`config.mk`:
```
export PLATFORM = sky130hd
export DESIGN_NAME = mem_loader
export DESIGN_NICKNAME = d
export VERILOG_FILES = /design/src/rtl/mem_loader.sv
export SDC_FILE = /design/constraint.sdc
export NUM_CORES = 1
export LEC_CHECK = 0
export ABC_CLOCK_PERIOD_IN_PS = 10850
export CAP_MARGIN = 20
export CORE_UTILIZATION = 60
export DETAILED_ROUTE_END_ITERATION = 8
export PLACE_DENSITY = 0.86
export SETUP_SLACK_MARGIN = 0.2
export SLEW_MARGIN = 20
export SYNTH_ARGS = -nofsm -noshare
export SYNTH_HDL_FRONTEND = slang
export SYNTH_SLANG_ARGS = --single-unit
```
`constraint.sdc`:
```
create_clock -name sys_clk -period 10.85 [get_ports sys_clk]
set_clock_uncertainty 0.2 [all_clocks]
set_input_delay 1.085 -clock sys_clk [delete_from_list [all_inputs] [get_ports sys_clk]]
set_output_delay 1.085 -clock sys_clk [all_outputs]
set_load 0.02 [all_outputs]
```
`src/rtl/mem_loader.sv`:
```
// -----------------------------------------------------------------------------
// mem_loader
//
// Assembles a little-endian stream of bytes into RAM words and writes them to
// consecutive RAM addresses starting at a base address. The address wraps
// modulo MEM_BLOCKS. A running 32-bit checksum of the written words is kept
// for the current or most recent load.
//
// Ports
//   sys_clk     : single clock, all state on the rising edge
//   sys_rst     : asynchronous active-high reset
//   start       : load request, only looked at while idle
//   abort       : cancel the current load
//   base_addr   : first RAM word address, captured at start
//   word_count  : number of words to load (0..MEM_BLOCKS), captured at start
//   s_valid     : a byte is offered on s_data
//   s_data      : byte value
//   s_ready     : loader accepts a byte this cycle
//   wen         : RAM write strobe
//   w_addr      : RAM write address (holds when wen=0)
//   w_data      : RAM write word (holds when wen=0)
//   busy        : loader is not idle
//   done        : one-cycle completion pulse
//   checksum    : modulo-2^32 sum of the words written by the load
// -----------------------------------------------------------------------------
module mem_loader #(
  parameter int DATA_WIDTH = 32,
  parameter int ADDR_WIDTH = 12,
  parameter int MEM_BLOCKS = 4096
) (
  input  logic                  sys_clk,
  input  logic                  sys_rst,
  input  logic                  start,
  input  logic                  abort,
  input  logic [ADDR_WIDTH-1:0] base_addr,
  input  logic [ADDR_WIDTH:0]   word_count,
  input  logic                  s_valid,
  input  logic [7:0]            s_data,
  output logic                  s_ready,
  output logic                  wen,
  output logic [ADDR_WIDTH-1:0] w_addr,
  output logic [DATA_WIDTH-1:0] w_data,
  output logic                  busy,
  output logic                  done,
  output logic [31:0]           checksum
);

  localparam int BYTES  = DATA_WIDTH / 8;
  localparam int BIDX_W = (BYTES > 1) ? $clog2(BYTES) : 1;
  localparam logic [BIDX_W-1:0]     LAST_BYTE = BIDX_W'(BYTES - 1);
  localparam logic [ADDR_WIDTH-1:0] LAST_ADDR = ADDR_WIDTH'(MEM_BLOCKS - 1);

  typedef enum logic [1:0] {
    IDLE  = 2'd0,
    RECV  = 2'd1,
    WRITE = 2'd2,
    DONE  = 2'd3
  } state_t;

  state_t                  state_q;
  logic [BIDX_W-1:0]       byteIdx_q;
  logic [ADDR_WIDTH:0]     wordIdx_q;
  logic [ADDR_WIDTH:0]     wordCount_q;
  logic [ADDR_WIDTH-1:0]   addr_q;
  logic [DATA_WIDTH-1:0]   asm_q;
  logic                    sReady_q;
  logic                    wen_q;
  logic                    busy_q;
  logic                    done_q;
  logic [ADDR_WIDTH-1:0]   wAddr_q;
  logic [DATA_WIDTH-1:0]   wData_q;
  logic [31:0]             checksum_q;

  logic [DATA_WIDTH-1:0]   asm_d;
  logic [ADDR_WIDTH:0]     wordIdxInc_d;

  // The word as it will look once the byte on s_data is merged into its
  // little-endian lane; used both to update the assembly register and to
  // launch the write directly when this is the last byte of the word.
  always_comb begin
    asm_d = asm_q;
    asm_d[{byteIdx_q, 3'b000} +: 8] = s_data;
    wordIdxInc_d = wordIdx_q + (ADDR_WIDTH+1)'(1);
  end

  // Loader FSM. Outputs are registered alongside the state so each one is
  // valid for exactly the cycles its state lasts. addr_q runs alongside
  // wordIdx_q and wraps itself, so no modulo arithmetic is needed.
  always_ff @(posedge sys_clk or posedge sys_rst) begin
    if (sys_rst) begin
      state_q     <= IDLE;
      byteIdx_q   <= '0;
      wordIdx_q   <= '0;
      wordCount_q <= '0;
      addr_q      <= '0;
      asm_q       <= '0;
      sReady_q    <= 1'b0;
      wen_q       <= 1'b0;
      busy_q      <= 1'b0;
      done_q      <= 1'b0;
      wAddr_q     <= '0;
      wData_q     <= '0;
      checksum_q  <= '0;
    end else begin
      case (state_q)
        IDLE: begin
          // abort wins over start; checksum is left alone for an empty load
          if (start && !abort) begin
            busy_q <= 1'b1;
            if (word_count == '0) begin
              state_q <= DONE;
              done_q  <= 1'b1;
            end else begin
              state_q     <= RECV;
              addr_q      <= base_addr;
              wordCount_q <= word_count;
              byteIdx_q   <= '0;
              wordIdx_q   <= '0;
              checksum_q  <= '0;
              sReady_q    <= 1'b1;
            end
          end
        end

        RECV: begin
          if (abort) begin
            state_q  <= IDLE;
            sReady_q <= 1'b0;
            busy_q   <= 1'b0;
          end else if (s_valid) begin
            asm_q <= asm_d;
            if (byteIdx_q == LAST_BYTE) begin
              state_q    <= WRITE;
              sReady_q   <= 1'b0;
              wen_q      <= 1'b1;
              wAddr_q    <= addr_q;
              wData_q    <= asm_d;
              checksum_q <= checksum_q + 32'(asm_d);
            end else begin
              byteIdx_q <= byteIdx_q + BIDX_W'(1);
            end
          end
        end

        WRITE: begin
          // the write in progress always completes, even under abort
          wen_q     <= 1'b0;
          wordIdx_q <= wordIdxInc_d;
          addr_q    <= (addr_q == LAST_ADDR) ? '0 : addr_q + ADDR_WIDTH'(1);
          if (abort) begin
            state_q <= IDLE;
            busy_q  <= 1'b0;
          end else if (wordIdxInc_d == wordCount_q) begin
            state_q <= DONE;
            done_q  <= 1'b1;
          end else begin
            state_q   <= RECV;
            byteIdx_q <= '0;
            sReady_q  <= 1'b1;
          end
        end

        DONE: begin
          state_q <= IDLE;
          done_q  <= 1'b0;
          busy_q  <= 1'b0;
        end

        default: begin
          state_q  <= IDLE;
          sReady_q <= 1'b0;
          wen_q    <= 1'b0;
          busy_q   <= 1'b0;
          done_q   <= 1'b0;
        end
      endcase
    end
  end

  assign s_ready  = sReady_q;
  assign wen      = wen_q;
  assign w_addr   = wAddr_q;
  assign w_data   = wData_q;
  assign busy     = busy_q;
  assign checksum = checksum_q;
  // An abort seen during the DONE cycle cancels the completion pulse.
  assign done     = done_q & ~abort;

endmodule

```
==> results.md <==
* Outcome: complete, no violations
* Clk network pwr share at 0.301
* GRT Util Overall at 0.311
* H-tree depth at 4
* Final hold violation count at 0
* Post-synthesis mux area share at 0.0331
* Synth area leaders: dfrtp_1, ha_1, o21ai_0
* Switching power at 816 µW
* DRT Pass-1 Iters at 5
* Post-synth ARST share at 1.00
* Post-Synth Adder-Cell Area at 0.0757
* CTS tree: built
* I/O Buffers at 117
* Synthesized net count at 1019
* Leak pwr at 5.14 nW
* Worst EP arrival at 5.09 ns
* Combinational Power Share at 0.345
* Filler cell count in the final layout at a little under 1000
* Synth area leader: dfrtp_1
* Clk slew on worst S/H paths at 0.06 ns
* Post-Syn Area at 8700 µm²
* Seq/Total Area, Yosys at 0.443
* Metal3 WL at 1380 µm
* PD cells at 207 nW/µm²
* CTS sink cnt at 154
* Synth Area per Inst at 9.36 µm²
* Post-CTS sizing at 0
* Slew @ Worst Pin at around 1.1 ns
* Crit-path cells: inv_1, ha_1, nor4bb_1, a21oi_1, inv_1, ha_1, a21o_1, a21o_1, a21oi_1, o22ai_1, a211oi_2, nor2_1, a2111oi_0, o21bai_1, xnor2_1, o31ai_1
* EDFF count, synth at 0
* Metal2 WL at 9650 µm
* Core Box Area at 14000 µm²
* Clock latency on the worst-skew pair at 0.43 ns
* Post-CTS Setup Inserts at 0
* Max VDD drop at 0.136 mV
* Cell Int Power at 1.39 mW
* Grt total ovfl at 0
* Final hold slack at 0.276 ns
* Drt first-iter violations at just over 700
* Slew Limit Headroom at 0.287
* Final slew viol count at 0
* Die ar. at 15000 µm²
* Number of global-route vias before repair at slightly below 7000
* WL/cell at 17.8 µm
* Sequential power share at 0.354
* Nets@finish at 1122
* Synthesis Warnings at 0
* Worst endpoint required time at between 10 and 15 ns
* Clock buffer depth at 2
* WS Path Type: flip-flop to flip-flop
* Initial core utilization at 0.622
* Max-cap violations at 0
* Critical path's top delay family: compound AO/OA/AOI/OAI gates
* Pwr Total at approximately 2.2 mW
* CTS root buffer: clkbuf_16
* # IOs at between 100 and 150
* First-pass GRT wire length at 35800 µm
* Routed vias at 7425
* FP Rows at 43
* Die height at 122 µm
* Met1 wire length at 10200 µm
* Primary FF master, synth: dfrtp_1
* Antenna violations before repair at 0
* Fmax at ~200 MHz
* XOR/XNOR Fraction of Synth Area at 0.0462
* Post-route ant nets at 0
* Max Fanout on Critical Path at 9
* Synth Register Bits at 154
* Final setup fails at 0
* DRC violations left at 0
* Min cycle time layout at 4.95 ns
* Largest net degree at the start of global routing at ~80
* Synth Area in Compound Gates at 0.206
* Fraction of layout cells with a size suffix above 1 at 0.0785
* Top sig layer: met4
* Setup crit start kind: flip-flop
* Tcrit/Tclk final at 0.456
* HP Class: flip-flop to flip-flop
* Synth top area share at 0.443
* Crit. End Element: flip-flop
* Max incr delay on CP at around 0.94 ns
* N_diodes at 0
* Largest family of logic cells by synthesized area: compound AO/OA/AOI/OAI gates
* Slowest CP cell: nor4bb_1
* Synthesis-to-layout area growth at 22.7%
* Placed wire-length estimate at 15100 µm
* Final setup TNS at 0 ns
* WL final at between 20000 and 25000 µm
* Die Width at ~120 µm
* Placer Congestion at 0.910
* RSZ-0062 raised after global routing: no
* Vias per cell at 6.06
* Netlist cell types at 66
* Syn Inst Count at slightly above 900
* Hold-fix buffers at CTS at 0
* Simple-Gate Fraction of Synth Area at 0.156
* Switching share of power at 0.370
* Buf/Inv on CP at 2
* Num CTS Buffers at 17
## state kept, by name, summed over array words and instances, names as in the netlist
| name | count |
|---|---|
| wordCount_q | 13 |
| wen | 1 |
| asm_q | 32 |
| done_q | 1 |
| busy | 1 |
| wordIdx_q | 13 |
| byteIdx_q | 2 |
| w_data | 32 |
| w_addr | 12 |
| s_ready | 1 |
| addr_q | 12 |
| checksum | 32 |
| state_q | 2 |
## worst min-delay path: cells and delay by family (launching register included)
family	cells	cell delay, ns
AO/OA/AOI/OAI	1	0.06
AND/OR/NAND/NOR	1	0.04
flip-flops	1	0.33
## through the flow
stage	utilization	setup slack, ns	cells	instance area, µm²
after global placement	0.715	6.18	1193	10000
after CTS	0.763	6.01	1225	10700
after floorplan	-	5.42	929	8700
final	0.763	5.90	1225	10700
after global routing	0.763	5.52	1225	10700
after detailed placement	0.716	6.05	1193	10000
## layer usage
layer,GRT usage,vias to the layer above
met5,0,-
met4,0.117,0
met3,0.0469,59
met2,0.461,291
met1,0.460,3578
li1,-,3497
## kinds of logic (layout without fill, tap and decap cells)
group / count (synthesis) / in the layout
AOI/OAI and AO/OA: 290 / 290
and+or+nand+nor: 271 / 271
DFF: 154 / 154
buffers and inverters: 91 / 207
adders and majority gates: 52 / 52
xor gates and xnor gates: 45 / 45
muxes: 26 / 26
## area by class of cell
type                       instances  area (µm²)  share of cell area
multi-input combinational        684        4520               0.423
sequential                       154        3850               0.361
timing repair buffer             123        1220               0.114
clock buffer                      18         439              0.0412
tap                              180         225              0.0211
clock inverter                    14         218              0.0204
inverter                          52         200              0.0188
## placed cells by master, fill, tap and decap left out, types with 5 or more instances in the layout
cell / Yosys / final
clkdlybuf4s50_1: 0 / 117
nand3_1: 13 / 13
nor2b_1: 34 / 34
a21oi_1: 67 / 67
inv_1: 52 / 51
clkbuf_16: 0 / 17
o21ai_0: 115 / 115
nand2b_1: 5 / 5
dfrtp_1: 154 / 154
nand2_1: 131 / 130
and3_1: 18 / 18
xor2_1: 18 / 18
xnor2_1: 26 / 26
mux2_2: 22 / 22
a21o_1: 14 / 14
ha_1: 51 / 51
a22o_1: 18 / 18
buf_4: 0 / 6
nor2_1: 27 / 26
o22ai_1: 5 / 5
nor3_1: 8 / 7
o31ai_1: 17 / 17
bufinv_16: 0 / 5
a31oi_1: 15 / 15
## power by group through the flow
stage / Clock, mW / Combinational (mW) / Sequential, mW
after floorplan: 0 / 0.500 / 0.793
after detailed placement: 0 / 0.740 / 0.788
after CTS: 0.666 / 0.756 / 0.780
after global routing: 0.695 / 0.837 / 0.795
after global placement: 0 / 0.718 / 0.782
final: 0.665 / 0.763 / 0.781
## synth_stat cells, types with 5 or more instances
cell / number
a31oi_1: 15
xnor2_1: 26
o22ai_1: 5
a21oi_1: 67
a22o_1: 18
and3_1: 18
clkbuf_1: 37
o31ai_1: 17
nand2_1: 131
xor2_1: 18
nor2b_1: 34
nor3_1: 8
nand2b_1: 5
dfrtp_1: 154
mux2_2: 22
ha_1: 51
a21o_1: 14
nor2_1: 27
nand3_1: 13
inv_1: 52
o21ai_0: 115
## final timing paths
check / end / from / depth (start not counted) / slack (ns)
max: checksum[29] / byteIdx_q[0] / 16 / 5.90
min: asm_q[22] / asm_q[22] / 2 / 0.28
max reg2reg: checksum[29] / byteIdx_q[0] / 16 / 5.90
min reg2reg: asm_q[22] / asm_q[22] / 2 / 0.28
max in group asynchronous: wordCount_q[7] / sys_rst / 3 / 8.07
min in group asynchronous: addr_q[6] / sys_rst / 2 / 0.95
(Power assumes the default switching activity.)
